$ cat config.mk
export PLATFORM = sky130hd
export DESIGN_NAME = rd_dma_sched
export DESIGN_NICKNAME = d
export VERILOG_FILES = /design/src/rtl/rd_dma_sched_pkg.sv /design/src/rtl/rd_dma_sched_rr_arbiter.sv /design/src/rtl/rd_dma_sched.sv
export SDC_FILE = /design/constraint.sdc
export NUM_CORES = 1
export LEC_CHECK = 0
export CORE_AREA = 2 2 151 153
export CTS_BUF_LIST = sky130_fd_sc_hd__clkbuf_2 sky130_fd_sc_hd__clkbuf_4 sky130_fd_sc_hd__clkbuf_8
export DETAILED_ROUTE_END_ITERATION = 10
export DIE_AREA = 0 0 153 155
export HOLD_SLACK_MARGIN = 0.06
export PLACE_DENSITY = 0.79
export SYNTH_ARGS = -nofsm -noshare
export SYNTH_HDL_FRONTEND = slang
export SYNTH_SLANG_ARGS = --single-unit
$ cat constraint.sdc
create_clock -name clk -period 4.9 [get_ports clk]
set_clock_uncertainty 0.15 [all_clocks]
set_input_delay 0.98 -clock clk [delete_from_list [all_inputs] [get_ports clk]]
set_output_delay 0.98 -clock clk [all_outputs]
set_load 0.02 [all_outputs]
$ cat src/rtl/rd_dma_sched_pkg.sv
`default_nettype none
// ============================================================================
// Module      : rd_dma_sched_pkg
// Description : Shared types and helpers for the read-DMA scheduler.
//               Holds the FSM state encoding, default widths, and the
//               round-robin "first set bit at or after pointer" helper.
// Revision    : 1.0 - initial release
// ============================================================================
package rd_dma_sched_pkg;

    localparam int c_cnt_w           = 32;
    localparam int c_beats_per_burst = 16;
    // The arbiter helper works on a fixed 8-wide vector; smaller requester
    // counts are zero-extended into it.
    localparam int c_max_req         = 8;

    typedef enum logic [2:0] {
        ST_IDLE  = 3'd0,
        ST_START = 3'd1,
        ST_RUN   = 3'd2,
        ST_DRAIN = 3'd3,
        ST_DONE  = 3'd4
    } state_t;

    // Returns {found, index} of the first set bit of valid[n-1:0] searching
    // upward from ptr and wrapping at n. ptr must be below n.
    function automatic logic [3:0] rr_first_from(
        input logic [7:0] valid,
        input logic [2:0] ptr,
        input logic [3:0] n
    );
        logic [3:0] w_res;
        logic [3:0] w_idx;
        w_res = 4'd0;
        for (int i = 0; i < c_max_req; i++) begin
            w_idx = {1'b0, ptr} + 4'(i);
            if (w_idx >= n) begin
                w_idx = w_idx - n;
            end
            if ((4'(i) < n) && !w_res[3] && valid[w_idx[2:0]]) begin
                w_res = {1'b1, w_idx[2:0]};
            end
        end
        return w_res;
    endfunction

endpackage
`default_nettype wire

$ cat src/rtl/rd_dma_sched_rr_arbiter.sv
`default_nettype none
// ============================================================================
// Module      : rd_dma_sched_rr_arbiter
// Description : Round-robin arbiter. Grant is combinational from the valid
//               vector and the registered pointer; the pointer advances to
//               one past the winner when the grant is taken.
// Ports       : clk, rstn       - clock, async active-low reset
//               i_valid [N_REQ] - pending requests
//               i_take          - grant is consumed this cycle
//               o_grant_oh [N_REQ] - one-hot winner (0 when nothing valid)
// Revision    : 1.0 - initial release
// ============================================================================
module rd_dma_sched_rr_arbiter
    import rd_dma_sched_pkg::*;
#(
    parameter int N_REQ = 4
) (
    input  logic             clk,
    input  logic             rstn,
    input  logic [N_REQ-1:0] i_valid,
    input  logic             i_take,
    output logic [N_REQ-1:0] o_grant_oh
);

    logic [2:0] r_ptr;
    logic [7:0] w_valid8;
    logic [3:0] w_pick;

    assign w_valid8 = 8'(i_valid);
    assign w_pick   = rr_first_from(w_valid8, r_ptr, 4'(N_REQ));

    generate
        for (genvar gi = 0; gi < N_REQ; gi++) begin : g_grant_oh
            assign o_grant_oh[gi] = w_pick[3] && (w_pick[2:0] == 3'(gi));
        end
    endgenerate

    always_ff @(posedge clk or negedge rstn) begin
        if (!rstn) begin
            r_ptr <= 3'd0;
        end else if (i_take && w_pick[3]) begin
            r_ptr <= (w_pick[2:0] == 3'(N_REQ - 1)) ? 3'd0 : (w_pick[2:0] + 3'd1);
        end
    end

endmodule
`default_nettype wire

$ cat src/rtl/rd_dma_sched.sv
`default_nettype none
// ============================================================================
// Module      : rd_dma_sched
// Description : Shares one AXI read engine between N_REQ requesters.
//               Grants round-robin, drives the engine start/address/burst
//               registers, watches RIDLE and counts stream beats, then pulses
//               per-requester done (and err on timeout or beat mismatch).
// Ports       : clk, rstn                  - clock, async active-low reset
//               req_valid/addr/nburst      - requester inputs (packed slices)
//               req_ready/done/err         - one-hot per-requester pulses
//               owner_sel                  - one-hot stream owner, 0 when idle
//               RSTART_REG/RADDR_REG/RNBURST_REG - engine controls
//               RIDLE_REG                  - engine idle status
//               axis_beat                  - read-stream handshake
//               busy                       - high outside IDLE
// Revision    : 1.0 - initial release
// ============================================================================
module rd_dma_sched
    import rd_dma_sched_pkg::*;
#(
    parameter int N_REQ           = 4,
    parameter int BEATS_PER_BURST = c_beats_per_burst,
    parameter int TIMEOUT         = 1024,
    parameter int CNT_W           = c_cnt_w
) (
    input  logic                   clk,
    input  logic                   rstn,
    input  logic [N_REQ-1:0]       req_valid,
    input  logic [N_REQ*CNT_W-1:0] req_addr,
    input  logic [N_REQ*CNT_W-1:0] req_nburst,
    output logic [N_REQ-1:0]       req_ready,
    output logic [N_REQ-1:0]       req_done,
    output logic [N_REQ-1:0]       req_err,
    output logic [N_REQ-1:0]       owner_sel,
    output logic                   RSTART_REG,
    output logic [31:0]            RADDR_REG,
    output logic [31:0]            RNBURST_REG,
    input  logic                   RIDLE_REG,
    input  logic                   axis_beat,
    output logic                   busy
);

    state_t            r_state;
    state_t            w_next;
    logic [N_REQ-1:0]  r_owner;
    logic [N_REQ-1:0]  w_grant_oh;
    logic [CNT_W-1:0]  r_addr;
    logic [CNT_W-1:0]  r_nburst;
    logic [CNT_W-1:0]  r_beats;
    logic [CNT_W-1:0]  r_wdog;
    logic              r_err;
    logic [CNT_W-1:0]  w_sel_addr;
    logic [CNT_W-1:0]  w_sel_nburst;
    logic [CNT_W-1:0]  w_beats_final;
    logic [CNT_W-1:0]  w_expect;
    logic              w_take;
    logic              w_wdog_expired;

    // Gating with rstn keeps req_ready low while reset is held, since the
    // grant path is otherwise purely combinational from the inputs.
    assign w_take = rstn && (r_state == ST_IDLE) && RIDLE_REG && (|req_valid);

    rd_dma_sched_rr_arbiter #(
        .N_REQ (N_REQ)
    ) u_arb (
        .clk        (clk),
        .rstn       (rstn),
        .i_valid    (req_valid),
        .i_take     (w_take),
        .o_grant_oh (w_grant_oh)
    );

    always_comb begin
        w_sel_addr   = '0;
        w_sel_nburst = '0;
        for (int i = 0; i < N_REQ; i++) begin
            if (w_grant_oh[i]) begin
                w_sel_addr   = w_sel_addr   | req_addr[i*CNT_W +: CNT_W];
                w_sel_nburst = w_sel_nburst | req_nburst[i*CNT_W +: CNT_W];
            end
        end
    end

    assign w_wdog_expired = (r_wdog == CNT_W'(TIMEOUT - 1));
    // A beat coincident with the final RIDLE edge lands in DRAIN and is
    // folded in here before the comparison.
    assign w_beats_final  = r_beats + CNT_W'(axis_beat);
    assign w_expect       = r_nburst * CNT_W'(BEATS_PER_BURST);

    // ---------------------------------------------------------------- FSM
    always_ff @(posedge clk or negedge rstn) begin
        if (!rstn) begin
            r_state <= ST_IDLE;
        end else begin
            r_state <= w_next;
        end
    end

    always_comb begin
        w_next = r_state;
        case (r_state)
            ST_IDLE: begin
                if (w_take) begin
                    w_next = (w_sel_nburst == '0) ? ST_DONE : ST_START;
                end
            end
            ST_START: begin
                if (!RIDLE_REG) begin
                    w_next = ST_RUN;
                end else if (w_wdog_expired) begin
                    w_next = ST_DONE;
                end
            end
            ST_RUN: begin
                if (RIDLE_REG) begin
                    w_next = ST_DRAIN;
                end
            end
            ST_DRAIN: w_next = ST_DONE;
            ST_DONE:  w_next = ST_IDLE;
            default:  w_next = ST_IDLE;
        endcase
    end

    // ------------------------------------------------------- datapath
    always_ff @(posedge clk or negedge rstn) begin
        if (!rstn) begin
            r_owner  <= '0;
            r_addr   <= '0;
            r_nburst <= '0;
            r_beats  <= '0;
            r_wdog   <= '0;
            r_err    <= 1'b0;
        end else begin
            case (r_state)
                ST_IDLE: begin
                    if (w_take) begin
                        r_owner  <= w_grant_oh;
                        r_addr   <= w_sel_addr;
                        r_nburst <= w_sel_nburst;
                        r_beats  <= '0;
                        r_wdog   <= '0;
                        r_err    <= 1'b0;
                    end
                end
                ST_START: begin
                    if (RIDLE_REG) begin
                        if (w_wdog_expired) begin
                            r_err <= 1'b1;
                        end else begin
                            r_wdog <= r_wdog + 1'b1;
                        end
                    end
                end
                ST_RUN: begin
                    if (axis_beat) begin
                        r_beats <= r_beats + 1'b1;
                    end
                end
                ST_DRAIN: begin
                    r_beats <= w_beats_final;
                    if (w_beats_final != w_expect) begin
                        r_err <= 1'b1;
                    end
                end
                ST_DONE: begin
                    r_owner  <= '0;
                    r_addr   <= '0;
                    r_nburst <= '0;
                    r_beats  <= '0;
                    r_wdog   <= '0;
                    r_err    <= 1'b0;
                end
                default: begin
                    r_owner <= '0;
                end
            endcase
        end
    end

    // ---------------------------------------------------------- outputs
    assign req_ready   = w_take ? w_grant_oh : '0;
    assign req_done    = (r_state == ST_DONE) ? r_owner : '0;
    assign req_err     = ((r_state == ST_DONE) && r_err) ? r_owner : '0;
    assign owner_sel   = r_owner;
    assign RSTART_REG  = (r_state == ST_START);
    assign RADDR_REG   = 32'(r_addr);
    assign RNBURST_REG = 32'(r_nburst);
    assign busy        = (r_state != ST_IDLE);

endmodule
`default_nettype wire

# Yosys cells after proc, flatten, opt, wreduce, memory -nomap -nowiden
# Index checks and enable logic that the tools add are counted.
# Widths: inputs -> output; s select.
dict set report word_totals {
  reg_bits 139
  input_bits 264
  out_inout_bits 82
  word_cells 133
}
dict set report classes {
  add_sub_neg 11
  order_cmp 8
  eq_ne 17
  n_mux 51
  bitwise_logic 7
  reduce_logical 31
}
# operator count
set ops {}
lappend ops {{$mux 32} 14}
lappend ops {{$or 32x32->32} 6}
lappend ops {{$pmux 32 s2} 2}
lappend ops {{$pmux 32 s4} 1}
lappend ops {{$pmux 32 s3} 1}
lappend ops {{$add 32x1->32 const B} 2}
lappend ops {{$add 32x1->32} 1}
lappend ops {{$eq 32x10->1 const B} 1}
lappend ops {{$logic_not 32->1} 1}
lappend ops {{$mux 4} 8}
lappend ops {{$ne 32x32->1} 1}
lappend ops {{$mux 3} 10}
lappend ops {{$lt 3x4->1 const B} 4}
lappend ops {{$bmux 1 s3} 4}
lappend ops {{$eq 3x2->1 const B} 4}
lappend ops {{$ge 4x3->1 const B} 3}
lappend ops {{$logic_and 1x1->1} 12}
lappend ops {{$pmux 3 s4} 1}
lappend ops {{$sub 3x3->3 const B} 4}
lappend ops {{$add 3x2->4 const B} 2}
lappend ops {{$mux 1} 8}
lappend ops {{$ne 2x2->1 const B} 4}
lappend ops {{$pmux 4 s2} 1}
lappend ops {{$reduce_bool 4->1} 2}
lappend ops {{19 further kinds} 28}

# Logic depth before layout (Yosys ltp)
dict set report logic_depth {
  word_depth 27
  depth_mapped 19
  mapped_depth_nobuf 16
}

# Modules after synthesis
# Synthesis repeated with hierarchy kept, for this count alone.
dict set report unflattened {
  hier_cells 1094
  area_unflattened_um2 9397.8
}
# module n_inst cells_each area_each_um2 seq_area_each_um2
set modules_own_cells {}
lappend modules_own_cells {rd_dma_sched 1 1038 8846.0 3403.3}
lappend modules_own_cells {rd_dma_sched_rr_arbiter 1 56 551.8 75.1}

# Worst setup path before layout
# No wires, ideal clock.
dict set report synth_timing {
  path_kind {register -> output}
  start {register u_arb.r_ptr[0]}
  end {output req_ready[2]}
  arrival_time_ns 3.740
  t_required_ns 3.770
  slack_ns 0.030
  stages_incl_launch_ff 13
  path_buffers 4
  cell_sequence {dfrtp_1 buf_2 inv_1 ha_1 mux4_2 a221o_1 or2_2 o211ai_1 ha_1 clkbuf_1 buf_1 clkbuf_1 and2_1}
}
dict set report synth_between {
  elab_chain_cells 17
  elab_cells_between_ends 36
  classes_between {add/sub: 7; order compare: 4; eq/ne: 1; mux: 17; reduce/logical: 7}
}
# item line_no
set synth_rtl {}
lappend synth_rtl {{start: declaration} rd_dma_sched_rr_arbiter.sv:25} ;# logic [2:0] r_ptr;
lappend synth_rtl {{start signal: assignment} rd_dma_sched_rr_arbiter.sv:42} ;# r_ptr <= (w_pick[2:0] == 3'(N_REQ - 1)) ? 3'd0 : (w_pick[2:0] + 3'd1);
lappend synth_rtl {{parallel branches: the longest is 13 deep, another holds $add 3x1->4} --}
lappend synth_rtl {{$mux 4 (*)} rd_dma_sched_pkg.sv:40} ;# if ((4'(i) < n) && !w_res[3] && valid[w_idx[2:0]]) begin
lappend synth_rtl {{$eq 3x2->1} rd_dma_sched_rr_arbiter.sv:34} ;# assign o_grant_oh[gi] = w_pick[3] && (w_pick[2:0] == 3'(gi));
lappend synth_rtl {{$logic_and 1x1->1 (*)} rd_dma_sched_rr_arbiter.sv:34}
lappend synth_rtl {{$mux 4 (*)} rd_dma_sched.sv:182} ;# assign req_ready = w_take ? w_grant_oh : '0;
lappend synth_rtl {{end: declaration} rd_dma_sched.sv:31} ;# output logic [N_REQ-1:0] req_ready,
# Every way passes the cells marked *. The select of a mux whose other input is x is not followed.

# Worst setup path after layout
dict set report layout_timing {
  start {input req_valid[1]}
  end {output req_ready[0]}
}
dict set report layout_between {
  elab_chain_cells 15
  elab_cells_between_ends 23
  classes_between {mux: 13; reduce/logical: 10}
}
# item line_no
set layout_rtl {}
lappend layout_rtl {{start: declaration} rd_dma_sched.sv:28} ;# input logic [N_REQ-1:0] req_valid,
lappend layout_rtl {{$bmux 1 s3} rd_dma_sched_pkg.sv:40}
lappend layout_rtl {{$mux 1 (not written as such)} rd_dma_sched_pkg.sv:40}
lappend layout_rtl {{$mux 4} rd_dma_sched_pkg.sv:40}
lappend layout_rtl {{$logic_not 1->1} rd_dma_sched_pkg.sv:40}
lappend layout_rtl {{$logic_and 1x1->1} rd_dma_sched_pkg.sv:40}
lappend layout_rtl {{$mux 4} rd_dma_sched_pkg.sv:40}
lappend layout_rtl {{$logic_not 1->1} rd_dma_sched_pkg.sv:40}
lappend layout_rtl {{$logic_and 1x1->1} rd_dma_sched_pkg.sv:40}
lappend layout_rtl {{$mux 4} rd_dma_sched_pkg.sv:40}
lappend layout_rtl {{$logic_not 1->1} rd_dma_sched_pkg.sv:40}
lappend layout_rtl {{$logic_and 1x1->1} rd_dma_sched_pkg.sv:40}
lappend layout_rtl {{$mux 4} rd_dma_sched_pkg.sv:40}
lappend layout_rtl {{$logic_not 3->1} rd_dma_sched_rr_arbiter.sv:34}
lappend layout_rtl {{$logic_and 1x1->1} rd_dma_sched_rr_arbiter.sv:34}
lappend layout_rtl {{$mux 4 (*)} rd_dma_sched.sv:182}
# Mark *: on every way between the ends. The rest lies on a longest branch, timed or not. The select of a mux whose other input is x is not followed.

==> summary.log <==
[global_route] number of antenna violations at the first check in global routing 5
[clock_tree] Clk Latency, worst-skew pair 0.46 ns
[sta] final setup vio count 0
[clock_tree] CTS buffer count 17
[detailed_routing] antenna-violating nets left 0
[placed_design] Port Buffer Count 345
[floorplanning] initial cell density of the core 0.413
[floorplanning] width of the die 153 um
[yosys] area share of the leading cell type in the synthesized netlist 0.379
[yosys] Synthesized Nets 1345
[critical_path] data arrival at the endpoint of the critical path 3.67 ns
[clock_tree] count of clock tree sinks 139
[pwr] Peak supply drop 0.000341 V
[sta] number of hold violations in the final report 0
[sta] unrepaired setup endpoints after global routing no
[floorplanning] number of primary I/O pins 346
[cells_and_area] final-stage net count 1692
[global_route] global-route wire length before repair 56500 um
[sta] Max-Slew Margin vs Limit 0.364
[placed_design] Area after DPL 0.0132 sq mm
[yosys] Post-synth ARST share 1.00
[detailed_routing] total wire length after detailed routing 37900 um
[yosys] EDFF count, synth 0
[cells_and_area] Layout Area Growth over Synthesis 48.5%
[yosys] Syn Area/Cell 8.57 sq um
[detailed_routing] post-DR vias/cell 6.05
[clock_tree] cts-stage hold buffer count 0
[clock_tree] CTS Buffer Depth 2
[cells_and_area] end-of-flow core utilization 0.613
[sta] max-slew violation count 0
[detailed_routing] DRC violation total after the first TritonRoute iteration 984
[sta] min cycle time layout 4.80 ns
[yosys] sequential element share of the synthesized area 0.379
[clock_tree] clock transition time at the flip-flop clock pins of the worst setup and hold paths 0.07 ns
[global_route] number of global-route vias before repair 9851
[sta] transition time of the tightest slew-check pin 0.952 ns
[pwr] Pwr Density 565 mW/mm^2
[detailed_routing] vias after detailed routing 10.4k
[critical_path] crit end category output port
[critical_path] startpoint-to-endpoint class of the critical path input port to output port
[critical_path] Crit path required time 3.77 ns
[critical_path] standard cell with the maximum stage delay on the critical path mux4_2
[detailed_routing] routed wirelength normalized by instance count 22.0 um
[cells_and_area] proportion of layout cells with a drive suffix above 1 0.0910
[global_route] GRT overflow 0
[sta] post-route setup slack 0.104 ns
[yosys] warning count from the yosys run 0
[hold_path] worst min-delay path category register to register
[placed_design] last weighted congestion value of the routability-driven placer 1.00
[job] maxcap violations 0
[yosys] cell type with the largest total area after synthesis dfrtp_1
[placed_design] Inst Count DP 1683
[sta] post-route fraction of the period consumed by the critical path 0.979
[cells_and_area] area of the multi-input gates 0.00539 sq mm
[detailed_routing] remaining design rule violation count 0
[detailed_routing] count of TritonRoute iterations in the first routing pass 8
[critical_path] CP startpoint kind input port
[floorplanning] Core Rows 55
[pwr] post-route total power 7.71 mW
[floorplanning] height of the chip 155 um
[global_route] overall fraction of global-route tracks in use 0.307
[clock_tree] number of H-tree levels 4
[yosys] cell types with the largest area share after synthesis dfrtp_1 (38%), o21ai_0 (5.9%), nand2_1 (5.7%)
[yosys] post-synthesis instance area 0.00918 sq mm
[floorplanning] Die Outline Area 0.0237 sq mm
[cells_and_area] Finished Cell Area 0.0136 sq mm
[critical_path] critical path's largest stage delay 0.49 ns
[yosys] number of instances in the synthesized netlist 1071
[cells_and_area] filler-free cell count of the finished design 1719
[yosys] number of distinct library cells after synthesis 70
[placed_design] minimum setup slack after placement -0.436 ns
[critical_path] Worst Path Max Fanout 3
[run_status] run status complete, no violations
[critical_path] cell breakdown of the critical path clkdlybuf4s50_1 > mux4_2 > a221o_1 > or2_2 > o211ai_1 > inv_1 > ha_2 > and2_1 > clkdlybuf4s15_1
[critical_path] Top delay family on crit path buffers and inverters
[clock_tree] buffer cell driving the clock tree root clkbuf_8
[yosys] most common flop cell mapped by yosys dfrtp_1
[pwr] standby leakage power 5.61 nW
[global_route] pin count of the biggest net entering global routing 77
[critical_path] number of buffers and inverters on the critical path 3
[cells_and_area] Storage cell area 0.00348 sq mm
[clock_tree] clock tree from TritonCTS done
[floorplanning] standard cell core area 0.0222 sq mm
[cells_and_area] Fillers 2010
[placed_design] placed wire-length estimate after detailed placement 29500 um
[yosys] number of storage elements in the synthesis netlist 139
[sta] timing-limited maximum frequency 0.209 GHz
[sequential cells by signal (all words and copies together) (netlist names)]
register and cells:
r_state 3, r_err 1, r_wdog 32, RADDR_REG 32, r_beats 32, RNBURST_REG 32, u_arb.r_ptr 3, owner_sel 4
[path summary, 6_finish.rpt]
kind	from	to	slack, ns	cells after the start
min in group asynchronous	rstn	RADDR_REG[21]	0.55	2
max	req_valid[1]	req_ready[0]	0.10	9
max in group asynchronous	rstn	u_arb.r_ptr[1]	2.54	3
max reg2reg	u_arb.r_ptr[1]	r_state[0]	0.22	18
min	RADDR_REG[5]	RADDR_REG[5]	0.34	2
min reg2reg	RADDR_REG[5]	RADDR_REG[5]	0.34	2
[per-layer routing]
| layer | global-route usage | routed length (um) | up-vias |
|---|---|---|---|
| li1 | - | - | 4726 |
| met1 | 0.391 | 14800 | 5073 |
| met2 | 0.521 | 18700 | 516 |
| met3 | 0.0621 | 2960 | 82 |
| met4 | 0.113 | 1440 | 0 |
| met5 | 0 | 0 | - |
[metrics by stage]
stage               hold slack, ns  setup TNS (ns)
floorplan                    0.305               0
global placement             0.310           -1.13
detailed placement           0.324           -1.70
CTS                          0.344               0
global route                 0.370               0
finish                       0.338               0
[cells by family (layout without fill, tap and decap cells)]
| kind of cell | Yosys count | after routing | synth area share |
|---|---|---|---|
| buf+inv | 93 | 451 | 0.0417 |
| simple gates | 412 | 412 | 0.227 |
| flops | 139 | 139 | 0.379 |
| mux | 12 | 12 | 0.0173 |
| other cells | 0 | 5 | 0 |
| xor+xnor | 70 | 70 | 0.0714 |
| compound gates | 335 | 335 | 0.250 |
| fa+ha+maj | 10 | 10 | 0.0136 |
[final cells by class]
cell class,count,share of cell area
antenna,5,0.000918
clock inverter,10,0.00698
inverter,12,0.00330
timing repair buffer,409,0.292
tap,285,0.0262
multi-input combinational,839,0.395
sequential,139,0.255
clock buffer,20,0.0197
[power by group]
part / leakage (nW) / internal [mW] / switching [mW]
Clock: 0.184 / 0.428 / 0.470
Combinational: 3.55 / 2.35 / 2.74
Sequential: 1.87 / 1.40 / 0.315
[cell usage after synthesis, types with 3 or more instances]
master and instances:
dfrtp_1 139, nand2_1 139, o21ai_0 108, nor2_1 73, clkbuf_1 61, a22o_1 55, a22oi_1 49, nand3_1 39
xnor2_1 39, a221oi_1 35, nand4_1 35, a21oi_1 33, xor2_1 28, nor4_1 24, and3_1 21, nor3_1 20
and2_1 12, buf_2 12, inv_1 12, and4_1 11, ha_1 10, o31ai_1 10, a31oi_1 9, mux2i_1 8
nand2b_1 6, a21o_1 5, buf_1 5, nor2b_1 5, or3_1 5, nor4_2 4, or4_1 4, a211oi_1 3
a2bb2oi_1 3, mux4_2 3, o22ai_1 3
[worst register-to-register path, cell delays in order (launching register included)]
cell      delay, ns
dfrtp_2        0.43
inv_1          0.11
ha_4           0.31
mux4_2         0.52
a221o_1        0.36
or2_2          0.33
o211ai_1       0.27
inv_1          0.12
ha_2           0.23
buf_12         0.14
buf_4          0.18
a22oi_1        0.18
nand2_1        0.13
nor3_1         0.23
nand3_1        0.14
o31ai_2        0.30
buf_4          0.18
nor2b_1        0.13
o31ai_1        0.08
[layout by cell type (no fill, tap or decap), types with 4 or more instances in the layout]
master / count
o31ai_1: 9
xnor2_1: 39
a21o_1: 5
buf_4: 59
diode_2: 5
a221oi_1: 35
dfrtp_1: 138
nand3_1: 38
nor3_1: 20
and4_1: 11
or3_1: 5
buf_12: 4
nor2_1: 73
a22o_1: 55
clkdlybuf4s50_1: 337
or4_1: 4
a21oi_1: 33
and2_1: 12
mux2i_1: 7
a22oi_1: 46
ha_2: 4
nand4_1: 35
a31oi_1: 9
ha_1: 5
and3_1: 21
xor2_1: 28
nor4_2: 6
o21ai_0: 108
nor2b_1: 5
clkbuf_8: 19
nor4_1: 22
nand2b_1: 6
inv_1: 12
nand2_1: 137
[timing repair]
| item | in CTS | in global routing |
|---|---|---|
| setup buffers | 0 | 1 |
| endpoints found under the hold margin | 0 | 0 |
| gates cloned | 0 | 0 |
| pin swaps | 0 | 1 |
| setup endpoints to repair | 4 | 6 |
| gates resized for setup | 7 | 18 |
No activity file was read; power rests on OpenSTA's default activity.
